$ cat config.mk
export PLATFORM = sky130hd
export DESIGN_NAME = ps2_key_event_ctrl
export DESIGN_NICKNAME = d
export VERILOG_FILES = /design/src/rtl/ps2_key_event_ctrl.sv
export SDC_FILE = /design/constraint.sdc
export NUM_CORES = 1
export LEC_CHECK = 0
export BUFFER_PORTS_ARGS = -buffer_cell sky130_fd_sc_hd__buf_2
export CELL_PAD_IN_SITES_DETAIL_PLACEMENT = 1
export CELL_PAD_IN_SITES_GLOBAL_PLACEMENT = 1
export CORE_ASPECT_RATIO = 0.9
export CORE_MARGIN = 2
export CORE_UTILIZATION = 25
export CTS_BUF_LIST = sky130_fd_sc_hd__clkbuf_2
export DETAILED_ROUTE_END_ITERATION = 7
export PLACE_DENSITY = 0.47
export SKIP_CTS_REPAIR_TIMING = 1
export SLEW_MARGIN = 15
export SYNTH_ARGS = -nofsm -noshare
export SYNTH_HDL_FRONTEND = slang
export SYNTH_SLANG_ARGS = --single-unit
$ cat constraint.sdc
create_clock -name clk -period 5.1 [get_ports clk]
set_input_delay 0.765 -clock clk [delete_from_list [all_inputs] [get_ports clk]]
set_output_delay 0.765 -clock clk [all_outputs]
set_load 0.005 [all_outputs]
$ cat src/rtl/ps2_key_event_ctrl.sv
// PS/2 Set 2 scancode sequencer: folds E0/F0/E1 prefix sequences into single key
// events, flags keyboard status bytes, and queues events in a show-ahead FIFO.
module ps2_key_event_ctrl #(
   parameter int DEPTH          = 8,
   parameter int TIMEOUT_CYCLES = 100000
) (
   input  logic       clk,
   input  logic       reset_n,
   input  logic [7:0] scancode,
   input  logic       new_code,
   output logic [7:0] event_code,
   output logic       event_ext,
   output logic       event_break,
   output logic       event_valid,
   input  logic       event_ready,
   output logic       overflow,
   input  logic       clear_overflow,
   output logic       status_err,
   output logic       timeout_err
);

   localparam int PTR_W = $clog2(DEPTH);
   localparam int CNT_W = PTR_W + 1;
   localparam int WD_W  = $clog2(TIMEOUT_CYCLES) + 1;
   localparam logic [WD_W-1:0]  WD_LAST  = WD_W'(TIMEOUT_CYCLES - 1);
   localparam logic [CNT_W-1:0] FULL_CNT = CNT_W'(DEPTH);

   typedef enum logic [2:0] {S_IDLE, S_EXT, S_BRK, S_EXT_BRK, S_PAUSE} state_t;

   state_t            r_state, w_state_nxt;
   logic [2:0]        r_skip, w_skip_nxt;
   logic [WD_W-1:0]   r_wd;
   logic              w_push, w_status, w_timeout;
   logic [9:0]        w_push_data;
   logic              r_status, r_timeout, r_overflow;

   logic [9:0]        r_mem [DEPTH];
   logic [PTR_W-1:0]  r_wr_ptr, r_rd_ptr;
   logic [CNT_W-1:0]  r_count;
   logic [9:0]        r_last;
   logic [9:0]        w_head, w_out;
   logic              w_empty, w_full, w_pop, w_wr, w_drop;

   always_ff @(posedge clk or negedge reset_n) begin
      if (!reset_n) begin
         r_state   <= S_IDLE;
         r_skip    <= 3'd0;
         r_status  <= 1'b0;
         r_timeout <= 1'b0;
      end else begin
         r_state   <= w_state_nxt;
         r_skip    <= w_skip_nxt;
         r_status  <= w_status;
         r_timeout <= w_timeout;
      end
   end

   // Event word layout: {ext, break, code}
   always_comb begin
      w_state_nxt = r_state;
      w_skip_nxt  = r_skip;
      w_push      = 1'b0;
      w_push_data = {2'b00, scancode};
      w_status    = 1'b0;
      w_timeout   = 1'b0;
      if (new_code) begin
         case (r_state)
            S_IDLE: begin
               case (scancode)
                  8'hE0: w_state_nxt = S_EXT;
                  8'hF0: w_state_nxt = S_BRK;
                  8'hE1: begin
                     w_state_nxt = S_PAUSE;
                     w_skip_nxt  = 3'd7;
                  end
                  8'hAA, 8'hFA, 8'hFE: ;
                  8'h00, 8'hFF, 8'hFC: w_status = 1'b1;
                  default: w_push = 1'b1;
               endcase
            end
            S_EXT: begin
               if (scancode == 8'hF0) begin
                  w_state_nxt = S_EXT_BRK;
               end else begin
                  w_state_nxt = S_IDLE;
                  w_push      = (scancode != 8'h12);
                  w_push_data = {2'b10, scancode};
               end
            end
            S_BRK: begin
               w_state_nxt = S_IDLE;
               w_push      = 1'b1;
               w_push_data = {2'b01, scancode};
            end
            S_EXT_BRK: begin
               w_state_nxt = S_IDLE;
               w_push      = (scancode != 8'h12);
               w_push_data = {2'b11, scancode};
            end
            S_PAUSE: begin
               w_skip_nxt = r_skip - 3'd1;
               if (r_skip == 3'd1) begin
                  w_state_nxt = S_IDLE;
                  w_push      = 1'b1;
                  w_push_data = {2'b00, 8'hE1};
               end
            end
            default: w_state_nxt = S_IDLE;
         endcase
      end else if (r_state != S_IDLE && r_wd == WD_LAST) begin
         // A byte arriving on the expiry cycle takes priority (handled above)
         w_state_nxt = S_IDLE;
         w_skip_nxt  = 3'd0;
         w_timeout   = 1'b1;
      end
   end

   always_ff @(posedge clk or negedge reset_n) begin
      if (!reset_n)
         r_wd <= '0;
      else if (new_code || r_state == S_IDLE)
         r_wd <= '0;
      else
         r_wd <= r_wd + 1'b1;
   end

   assign w_empty = (r_count == '0);
   assign w_full  = (r_count == FULL_CNT);
   assign w_pop   = !w_empty && event_ready;
   assign w_wr    = w_push && (!w_full || w_pop);
   assign w_drop  = w_push && w_full && !w_pop;
   assign w_head  = r_mem[r_rd_ptr];

   always_ff @(posedge clk) begin
      if (w_wr)
         r_mem[r_wr_ptr] <= w_push_data;
   end

   always_ff @(posedge clk or negedge reset_n) begin
      if (!reset_n) begin
         r_wr_ptr   <= '0;
         r_rd_ptr   <= '0;
         r_count    <= '0;
         r_last     <= '0;
         r_overflow <= 1'b0;
      end else begin
         if (w_wr)
            r_wr_ptr <= r_wr_ptr + 1'b1;
         if (w_pop)
            r_rd_ptr <= r_rd_ptr + 1'b1;
         if (w_wr && !w_pop)
            r_count <= r_count + 1'b1;
         else if (!w_wr && w_pop)
            r_count <= r_count - 1'b1;
         if (!w_empty)
            r_last <= w_head;
         if (w_drop)
            r_overflow <= 1'b1;
         else if (clear_overflow)
            r_overflow <= 1'b0;
      end
   end

   // Once drained, the outputs keep showing the last head that was presented
   assign w_out       = w_empty ? r_last : w_head;
   assign event_ext   = w_out[9];
   assign event_break = w_out[8];
   assign event_code  = w_out[7:0];
   assign event_valid = !w_empty;
   assign overflow    = r_overflow;
   assign status_err  = r_status;
   assign timeout_err = r_timeout;

endmodule

# Word level (Yosys, flattened, before mapping)
# Memory sizes are Yosys's and may differ from the RTL's.
# Index checks and enable logic that the tools add are counted.
[classes]
order_cmp = 0
bitwise_logic = 0
muxes = 31
n_div = 0
n_reduce_logical = 24
n_shift = 0
n_addsub = 6
n_eq_ne = 20
mul = 0
[ops]
columns = ["operator", "n"]
rows = [
  ["== test 8 bit, second input constant", 8],
  ["case mux 10 bit (4 select lines)", 1],
  ["2-to-1 mux 10 bit", 3],
  ["adder 18 x 1 -> 18 bit, second input constant", 1],
  ["== test 18 x 17 -> 1 bit, second input constant", 1],
  ["2-to-1 mux 18 bit", 1],
  ["case mux 3 bit (3 select lines)", 2],
  ["2-to-1 mux 3 bit", 5],
  ["2-to-1 mux 1 bit", 13],
  ["OR reduction 9 bit", 1],
  ["logical NOT 8 bit", 1],
  ["2-to-1 mux 4 bit", 2],
  ["2-to-1 mux 8 bit", 1],
  ["!= test 8 x 5 -> 1 bit, second input constant", 1],
  ["logical AND 1 bit", 7],
  ["adder 3 x 1 -> 3 bit, second input constant", 2],
  ["== test 3 x 1 -> 1 bit, second input constant", 2],
  ["== test 3 x 2 -> 1 bit, second input constant", 2],
  ["case mux 3 bit (2 select lines)", 1],
  ["AND reduction 3 bit", 2],
  ["nonzero test 2 bit", 3],
  ["!= test 5 x 3 -> 1 bit, second input constant", 1],
  ["case mux 1 bit (5 select lines)", 1],
  ["adder 4 x 1 -> 4 bit, second input constant", 1],
  ["14 further kinds", 18],
]
[word_totals]
in_bits = 13
memories = 1
mem_bits_rw = 80
latch_bits = 0
rom_bits = 0
out_inout_bits = 14
regBits = 47
[memory_table]
columns = ["name", "words", "width", "rd", "rd_clocked_by_memory_dff", "wr", "line", "rtl"]
rows = [
  ["r_mem", 8, 10, 1, 0, 1, "37", "logic [9:0] r_mem [DEPTH];"],
]

# Logic depth before layout (Yosys ltp)
# Gate-level depths: netlist (run 1).
[depth]
ltp_word = 10
depth_mapped = 16

# Worst setup path after synthesis (run 1)
# Ideal clock, no wire load.
[synth_path]
path_type = "input to register"
start = "in scancode[1]"
end = "reg r_count[3]"
stages = 14
path_slack_ps = 1795
arrival_time_ps = 3180
cell_sequence = "or4_1 -> nor4_1 -> a21oi_1 -> a31oi_1 -> nor2b_1 -> buf_2 -> ha_1 -> inv_1 -> ha_1 -> a21o_1 -> a21oi_1 -> xnor2_1 -> nor2_1 -> xor2_1"
[synth_between]
elab_chain_len = 9
[synth_rtl]
columns = ["element", "line", "rtl"]
rows = [
  ["start, declared", "9", "input logic [7:0] scancode,"],
  ["== test 8 bit, or another cell as far along", "69, 82", ""],
  ["OR reduction 9 bit (no source line)", "n/a", ""],
  ["2-to-1 mux 1 bit", "69", "case (scancode)"],
  ["case mux 1 bit (5 select lines) *", "67", "case (r_state)"],
  ["2-to-1 mux 1 bit *", "66", "if (new_code) begin"],
  ["logical AND 1 bit *", "130", "assign w_wr = w_push && (!w_full || w_pop);"],
  ["named net w_wr", "42", "logic w_empty, w_full, w_pop, w_wr, w_drop;"],
  ["logical NOT 1 bit", "153", "else if (!w_wr && w_pop)"],
  ["logical AND 1 bit", "153", ""],
  ["nonzero test 2 bit (no source line)", "n/a", ""],
  ["end signal, assigned", "152", "r_count <= r_count + 1'b1;"],
  ["end signal, assigned", "154", "r_count <= r_count - 1'b1;"],
  ["end, declared", "39", "logic [CNT_W-1:0] r_count;"],
]
# Mark *: on every way through the listed nets, which the timed path passes. The rest lies on a longest branch.
# A chain may end at the register's enable or synchronous reset.

# Worst setup path in the final report (run 1)
[layout_path]
start = "reg r_rd_ptr[0]"
end = "out event_code[2]"
[layout_between]
elab_chain_len = 2
[layout_rtl]
columns = ["element", "line", "rtl"]
rows = [
  ["start, declared", "38", "logic [PTR_W-1:0] r_wr_ptr, r_rd_ptr;"],
  ["start signal, assigned", "150", "r_rd_ptr <= r_rd_ptr + 1'b1;"],
  ["memory read (8 x 10 bit)", "n/a", ""],
  ["2-to-1 mux 10 bit", "n/a", ""],
  ["end, declared", "11", "output logic [7:0] event_code,"],
]
# Every way passes these cells.

==> results of run 1 <==
-- area by class of cell --
class | count | area [um2]
fill | 2335 | 15400
sequential | 127 | 3580
multi-input combinational | 226 | 1860
tap | 291 | 364
clock inverter | 15 | 164
timing repair buffer | 28 | 145
clock buffer | 17 | 85.1
inverter | 10 | 37.5
antenna | 1 | 2.50
-- registers in the layout, summed over array words and instances, names as in the netlist --
name and count:
r_wd 18, r_skip 3, r_count 4, timeout_err 1, r_rd_ptr 3, r_wr_ptr 3, r_last 10, r_state 3
overflow 1, r_mem 80, status_err 1
-- cells in the mapped netlist, types with 7 or more instances --
cell / count / area (um2)
mux4_2: 20 / 450
nor2_1: 22 / 82.6
edfxtp_1: 80 / 2400
a21oi_1: 8 / 40.0
mux2i_1: 10 / 100
o21ai_0: 18 / 90.1
nand2_1: 27 / 101
xor2_1: 11 / 96.3
nor2b_1: 9 / 56.3
ha_1: 8 / 100
xnor2_1: 9 / 78.8
dfrtp_1: 47 / 1180
inv_1: 9 / 33.8
or3_1: 7 / 43.8
nand3_1: 11 / 55.1
-- routing by layer --
| layer | track usage | vias up | routed length, um |
|---|---|---|---|
| li1 | - | 1493 | - |
| met1 | 0.151 | 1625 | 6020 |
| met2 | 0.183 | 42 | 5640 |
| met3 | 0.0336 | 8 | 396 |
| met4 | 0.0370 | 0 | 134 |
| met5 | 0 | - | 0 |
-- cells by family (layout without fill, tap and decap cells) --
| group | after synthesis | in the layout | share of synthesized area |
|---|---|---|---|
| AOI/OAI and AO/OA | 45 | 45 | 0.0508 |
| other | 0 | 1 | 0 |
| and+or+nand+nor | 119 | 119 | 0.121 |
| buffers and inverters | 23 | 70 | 0.0171 |
| adders and majority gates | 9 | 9 | 0.0219 |
| xor gates and xnor gates | 20 | 20 | 0.0319 |
| muxes | 33 | 33 | 0.106 |
| DFF | 127 | 127 | 0.651 |
-- worst min path at each step --
stage / end / slack, ns / start
after floorplan: r_wd[0] / 0.45 / r_wd[0]
after global placement: r_last[2] / 0.47 / r_last[2]
after detailed placement: r_last[9] / 0.47 / r_last[9]
after CTS: r_skip[1] / 0.06 / reset_n
after global routing: r_wd[5] / 0.08 / reset_n
final: r_wd[5] / 0.12 / reset_n
-- critical path, cell delays in order, from the launching register on --
cell and delay (ns):
dfrtp_2 0.93, mux4_2 0.61, mux2i_1 0.31, o21ai_0 0.16, buf_2 0.15
-- power by group through the flow --
stage | combinational (mW) | clock, mW | sequential (mW)
after floorplan | 0.663 | 0 | 1.40
after global placement | 0.839 | 0 | 1.55
after detailed placement | 0.858 | 0 | 1.57
after CTS | 0.860 | 0.686 | 1.54
after global routing | 0.937 | 0.722 | 1.57
final | 0.836 | 0.651 | 1.53
==> reports/metrics.csv, run 1 <==
stage,metric,value,unit
status,status,completed,
route,via count,3168,
cts,Worst-Skew Late Latency,0.71,ns
cts,clk buf depth,2,
power_and_ir_drop,Comb pwr share,0.277,
power_and_ir_drop,Sequential Power Share,0.507,
yosys,Post-synth EDFFs,80,
critical_path,Worst R2R End,r_count[3],
layout,"most common cell after layout, fill and taps aside",edfxtp_1,
critical_path,CP endpoint kind,primary output,
run,Max Cap Viol,0,
power_and_ir_drop,overall power,3.01,mW
power_and_ir_drop,Sw Pwr,1.08,mW
layout,share of cells above drive strength 1,0.229,
yosys,Avg Inst Size Synth,14.6,um2
yosys,Synth Net Count,398,
layout,final core utilization,0.288,
critical_path,worst-path maximum fanout,22,
layout,fin cells,715,
critical_path,Worst Setup Path Type,reg2out,
route,DR vias/cell,4.43,
critical_path,worst setup path start,r_rd_ptr[0],
timing,max-slew violation count,0,
global_routing,Tot GR Track Use,0.115,
timing,Final min period,3.63,ns
yosys,"FF+latch count, synth",127,
timing,worst hold slack,0.117,ns
critical_path,worst reg-to-reg setup slack,1.54,ns
placement,dpl hpwl,8020,um
timing,Setup TNS,0,ns
cts,total CTS buffers,17,
critical_path,CP endpoint,event_code[2],
cts,H-tree depth,4,
layout,"commonest non-fill, non-tap cells in the layout","edfxtp_1 (80), dfrtp_1 (46), nand2_1 (27)",
route,First-pass DRT Iterations,4,
critical_path,R2R depth,12,
yosys,register area share after synthesis,0.651,
cts,TritonCTS Sinks,127,
floorplanning,Starting Density,0.254,
power_and_ir_drop,pwr/cell area,483,nW/um2
critical_path,CP Data Arrival Time,2.86,ns
route,drt drc,0,
timing,final worst setup slack,1.47,ns
yosys,Synth cell types,58,
floorplanning,Die W,160,um
global_routing,largest net degree at the start of global routing,48,
timing,fmax,276,MHz
timing,worst relative slew slack,0.284,
global_routing,initial antenna violation count,1,
critical_path,WP data required,4.34,ns
route,wire length per cell,17.0,um
floorplanning,chip height,145,um
global_routing,first-pass GRT wire length,19600,um
cts,CTS tree,built,
route,antenna-violating nets left,0,
placement,Post-Place Cell Area,5980,um2
yosys,Post-synth ARST share,0.370,
power_and_ir_drop,Int Pwr,1.94,mW
placement,Place WS,1.20,ns
floorplanning,CORE AREA,21600,um2
power_and_ir_drop,P_leak,2.24,nW
timing,Worst Skew,0.0431,ns
critical_path,Setup crit start kind,flip-flop,
route,DRT iter0 DRCs,140,
yosys,ys flop type,edfxtp_1,
global_routing,total grt overflow,0,
yosys,Synth Warn #,0,
timing,Worst Max-Slew Pin Slew,1.07,ns
hold_path,Hold Path Class,in2async,
global_routing,vias in the first global route,3413,
cts,clock root buffer,clkbuf_2,
layout,NumNets Final,432,
placement,GPL Wtd Cong,0.778,
layout,final instance area,6240,um2
timing,final-report hold violation count,0,
placement,port bufs,26,
floorplanning,die area,23200,um2
yosys,synthesized instance count,376,
timing,period utilization,0.711,
power_and_ir_drop,Switching Share,0.357,
critical_path,RR Startpoint,r_state[1],
floorplanning,IO Count,27,
timing,unrepaired setup endpoints after global routing,false,
power_and_ir_drop,Max rail drop VDD,0.130,mV
route,final wirelength,12200,um
yosys,Post-Syn Area,5490,um2
layout,Area Growth Syn to Fin,13.5,%
power_and_ir_drop,clock share of power,0.216,
floorplanning,std cell rows,51,
cts,clock slew seen by the registers of the worst setup and hold paths,0.25,ns
placement,Placed Cells incl. Taps,682,
timing,Final setup viols,0,
(Power assumes the default switching activity.)
==> inputs of run 2 (changes only) <==
--- a/config.mk
+++ b/config.mk
@@ -13,7 +13,7 @@
 export CORE_UTILIZATION = 25
 export CTS_BUF_LIST = sky130_fd_sc_hd__clkbuf_2
 export DETAILED_ROUTE_END_ITERATION = 7
-export PLACE_DENSITY = 0.47
+export PLACE_DENSITY = 0.49
 export SKIP_CTS_REPAIR_TIMING = 1
 export SLEW_MARGIN = 15
 export SYNTH_ARGS = -nofsm -noshare
==> constraint.sdc (replaced) <==
create_clock -name clk -period 3.1 [get_ports clk]
set_input_delay 0.465 -clock clk [delete_from_list [all_inputs] [get_ports clk]]
set_output_delay 0.465 -clock clk [all_outputs]
set_load 0.005 [all_outputs]
==> run 2 against run 1 <==
Routed wire length is 3.3% higher. Die area did not move. Clock skew shrank 0.0061 ns. Critical endpoint is now event_code[0]. Clock-buffer cell count rose by 1. Critical path depth grew 1. Global-route usage increased by 0.21 points. First-iteration DRC count increased by 2.9%. Via count is 4.2% higher. Sequential share of layout area down 2.8 points. Cell count increased by 4.2%.
==> reports/metrics.csv, run 2 (synthesized netlist as in run 1, its figures left out) <==
stage,metric,value,unit,change
timing,final worst setup slack,0.207,ns,was 1.47 ns
route,First-pass DRT Iterations,4,,unchanged
floorplanning,std cell rows,51,,unchanged
layout,area of the multi-input gates,1880,um2,was 1860 um2
critical_path,WP data required,2.63,ns,was 4.34 ns
floorplanning,die area,23200,um2,unchanged
floorplanning,CORE AREA,21600,um2,unchanged
layout,max reg flops,80,,unchanged
route,DRT iter0 DRCs,144,,was 140
placement,port bufs,26,,unchanged
layout,final core utilization,0.303,,was 0.288
floorplanning,Starting Density,0.254,,unchanged
global_routing,largest net degree at the start of global routing,31,,was 48
timing,unrepaired setup endpoints after global routing,false,,unchanged
layout,"commonest non-fill, non-tap cells in the layout","edfxtp_1 (80), dfrtp_1 (46), nand2_1 (27), buf_4 (27), buf_2 (26)",,"was edfxtp_1 (80), dfrtp_1 (46), nand2_1 (27)"
floorplanning,IO Count,27,,unchanged
layout,FF+latch area,3580,um2,unchanged
cts,total CTS buffers,17,,unchanged
global_routing,Tot GR Track Use,0.117,,was 0.115
run,Max Cap Viol,0,,unchanged
power_and_ir_drop,P_leak,2.40,nW,was 2.24 nW
critical_path,CP endpoint kind,primary output,,unchanged
layout,share of cells above drive strength 1,0.287,,was 0.229
layout,NumNets Final,462,,was 432
route,via count,3300,,was 3168
cts,clock root buffer,clkbuf_2,,unchanged
timing,Final setup viols,0,,unchanged
layout,"most common cell after layout, fill and taps aside",edfxtp_1,,unchanged
global_routing,first-pass GRT wire length,20000,um,was 19600 um
critical_path,worst-path maximum fanout,7,,was 22
route,drt drc,0,,unchanged
route,wire length per cell,16.9,um,was 17.0 um
hold_path,Hold Path Class,in2reg,,was in2async
timing,Worst Skew,0.0369,ns,was 0.0431 ns
cts,CTS tree,built,,unchanged
critical_path,Setup crit start kind,flip-flop,,unchanged
placement,dpl hpwl,8490,um,was 8020 um
global_routing,total grt overflow,0,,unchanged
critical_path,Worst Setup Path Type,reg2out,,unchanged
floorplanning,Die W,160,um,unchanged
power_and_ir_drop,Max rail drop VDD,0.243,mV,was 0.130 mV
floorplanning,chip height,145,um,unchanged
layout,top flop regs,"r_mem: 80 flops, r_wd: 18 flops, r_last: 10 flops",,unchanged
layout,Area Growth Syn to Fin,19.2,%,was 13.5%
layout,Fillers,2331,,was 2335
status,status,completed,,unchanged
timing,Final min period,2.89,ns,
cts,clk buf depth,2,,unchanged
global_routing,vias in the first global route,3483,,was 3413
timing,max-slew violation count,0,,unchanged
timing,worst relative slew slack,0.310,,was 0.284
cts,TritonCTS Sinks,127,,unchanged
layout,Top reg by flops,r_mem,,unchanged
route,antenna-violating nets left,0,,unchanged
layout,fin cells,745,,was 715
timing,Worst Max-Slew Pin Slew,1.02,ns,was 1.07 ns
critical_path,CP Data Arrival Time,2.43,ns,was 2.86 ns
timing,fmax,346,MHz,
cts,H-tree depth,4,,unchanged
timing,period utilization,0.933,,
cts,clock slew seen by the registers of the worst setup and hold paths,0.22,ns,was 0.25 ns
placement,Place WS,-0.114,ns,was 1.20 ns
timing,final-report hold violation count,0,,unchanged
route,final wirelength,12600,um,was 12200 um
placement,GPL Wtd Cong,0.766,,was 0.778
placement,Placed Cells incl. Taps,704,,was 682
power_and_ir_drop,pwr/cell area,815,nW/um2,was 483 nW/um2
route,DR vias/cell,4.43,,about the same
global_routing,initial antenna violation count,1,,unchanged
cts,Worst-Skew Late Latency,0.70,ns,was 0.71 ns
## run 2: changes by cell type in the layout (fill, tap and decap cells not counted), sizes merged
cell | before | now
bufinv | 1 | 3
dlygate4sd3 | 0 | 2
clkbuf | 17 | 19
inv | 21 | 15
clkinv | 2 | 4
clkinvlp | 1 | 2
buf | 28 | 55
## run 2: per-layer routing
metal,routed length [um],global-route usage,part of all wire
met4,138,0.0427,0.011
met5,0,0,0
met1,6490,0.159,0.52
met2,5640,0.182,0.45
met3,322,0.0290,0.026
## run 2: area by class of cell
cell class / count / share of cell area
Multi-Input combinational cell: 226 / 0.286
Timing Repair Buffer: 58 / 0.0638
Antenna cell: 1 / 0.000382
Clock inverter: 14 / 0.0279
Sequential cell: 127 / 0.546
Inverter: 10 / 0.00573
Clock buffer: 18 / 0.0138
Tap cell: 291 / 0.0556
## run 2: path summary, 6_finish.rpt
| check | from | endpoint | slack [ns] | depth (start not counted) |
|---|---|---|---|---|
| min in group asynchronous | reset_n | r_wd[3] | 0.33 | 2 |
| setup / recovery | r_rd_ptr[0] | event_code[0] | 0.21 | 5 |
| max in group asynchronous | reset_n | r_wd[9] | 2.03 | 3 |
| hold reg to reg | r_wd[0] | r_wd[0] | 0.51 | 1 |
| setup reg to reg | r_state[1] | r_count[3] | 0.33 | 12 |
| hold / removal | event_ready | r_rd_ptr[2] | 0.05 | 3 |
## run 2: metrics by stage
stage,hold WS (ns),area (um2),TNS [ns],power [mW]
after floorplan,0.169,5490,0,3.39
after global placement,0.469,6150,-0.0762,4.00
after detailed placement,0.484,6150,-0.114,4.08
after CTS,-0.275,6420,-0.749,5.26
after global routing,0.00183,6550,0,5.71
final,0.0452,6550,0,5.34
## run 2: worst max-delay path, cell delays in order, from the launching register on
cell and delay [ns]:
dfrtp_2 0.49, clkbuf_16 0.19, mux4_2 0.51, mux2i_2 0.24, o21ai_0 0.16, buf_2 0.15
## run 2: report_power, final
part           internal (mW)  switching (mW)
clock                  0.471           0.693
sequential              2.14           0.247
combinational          0.925           0.862
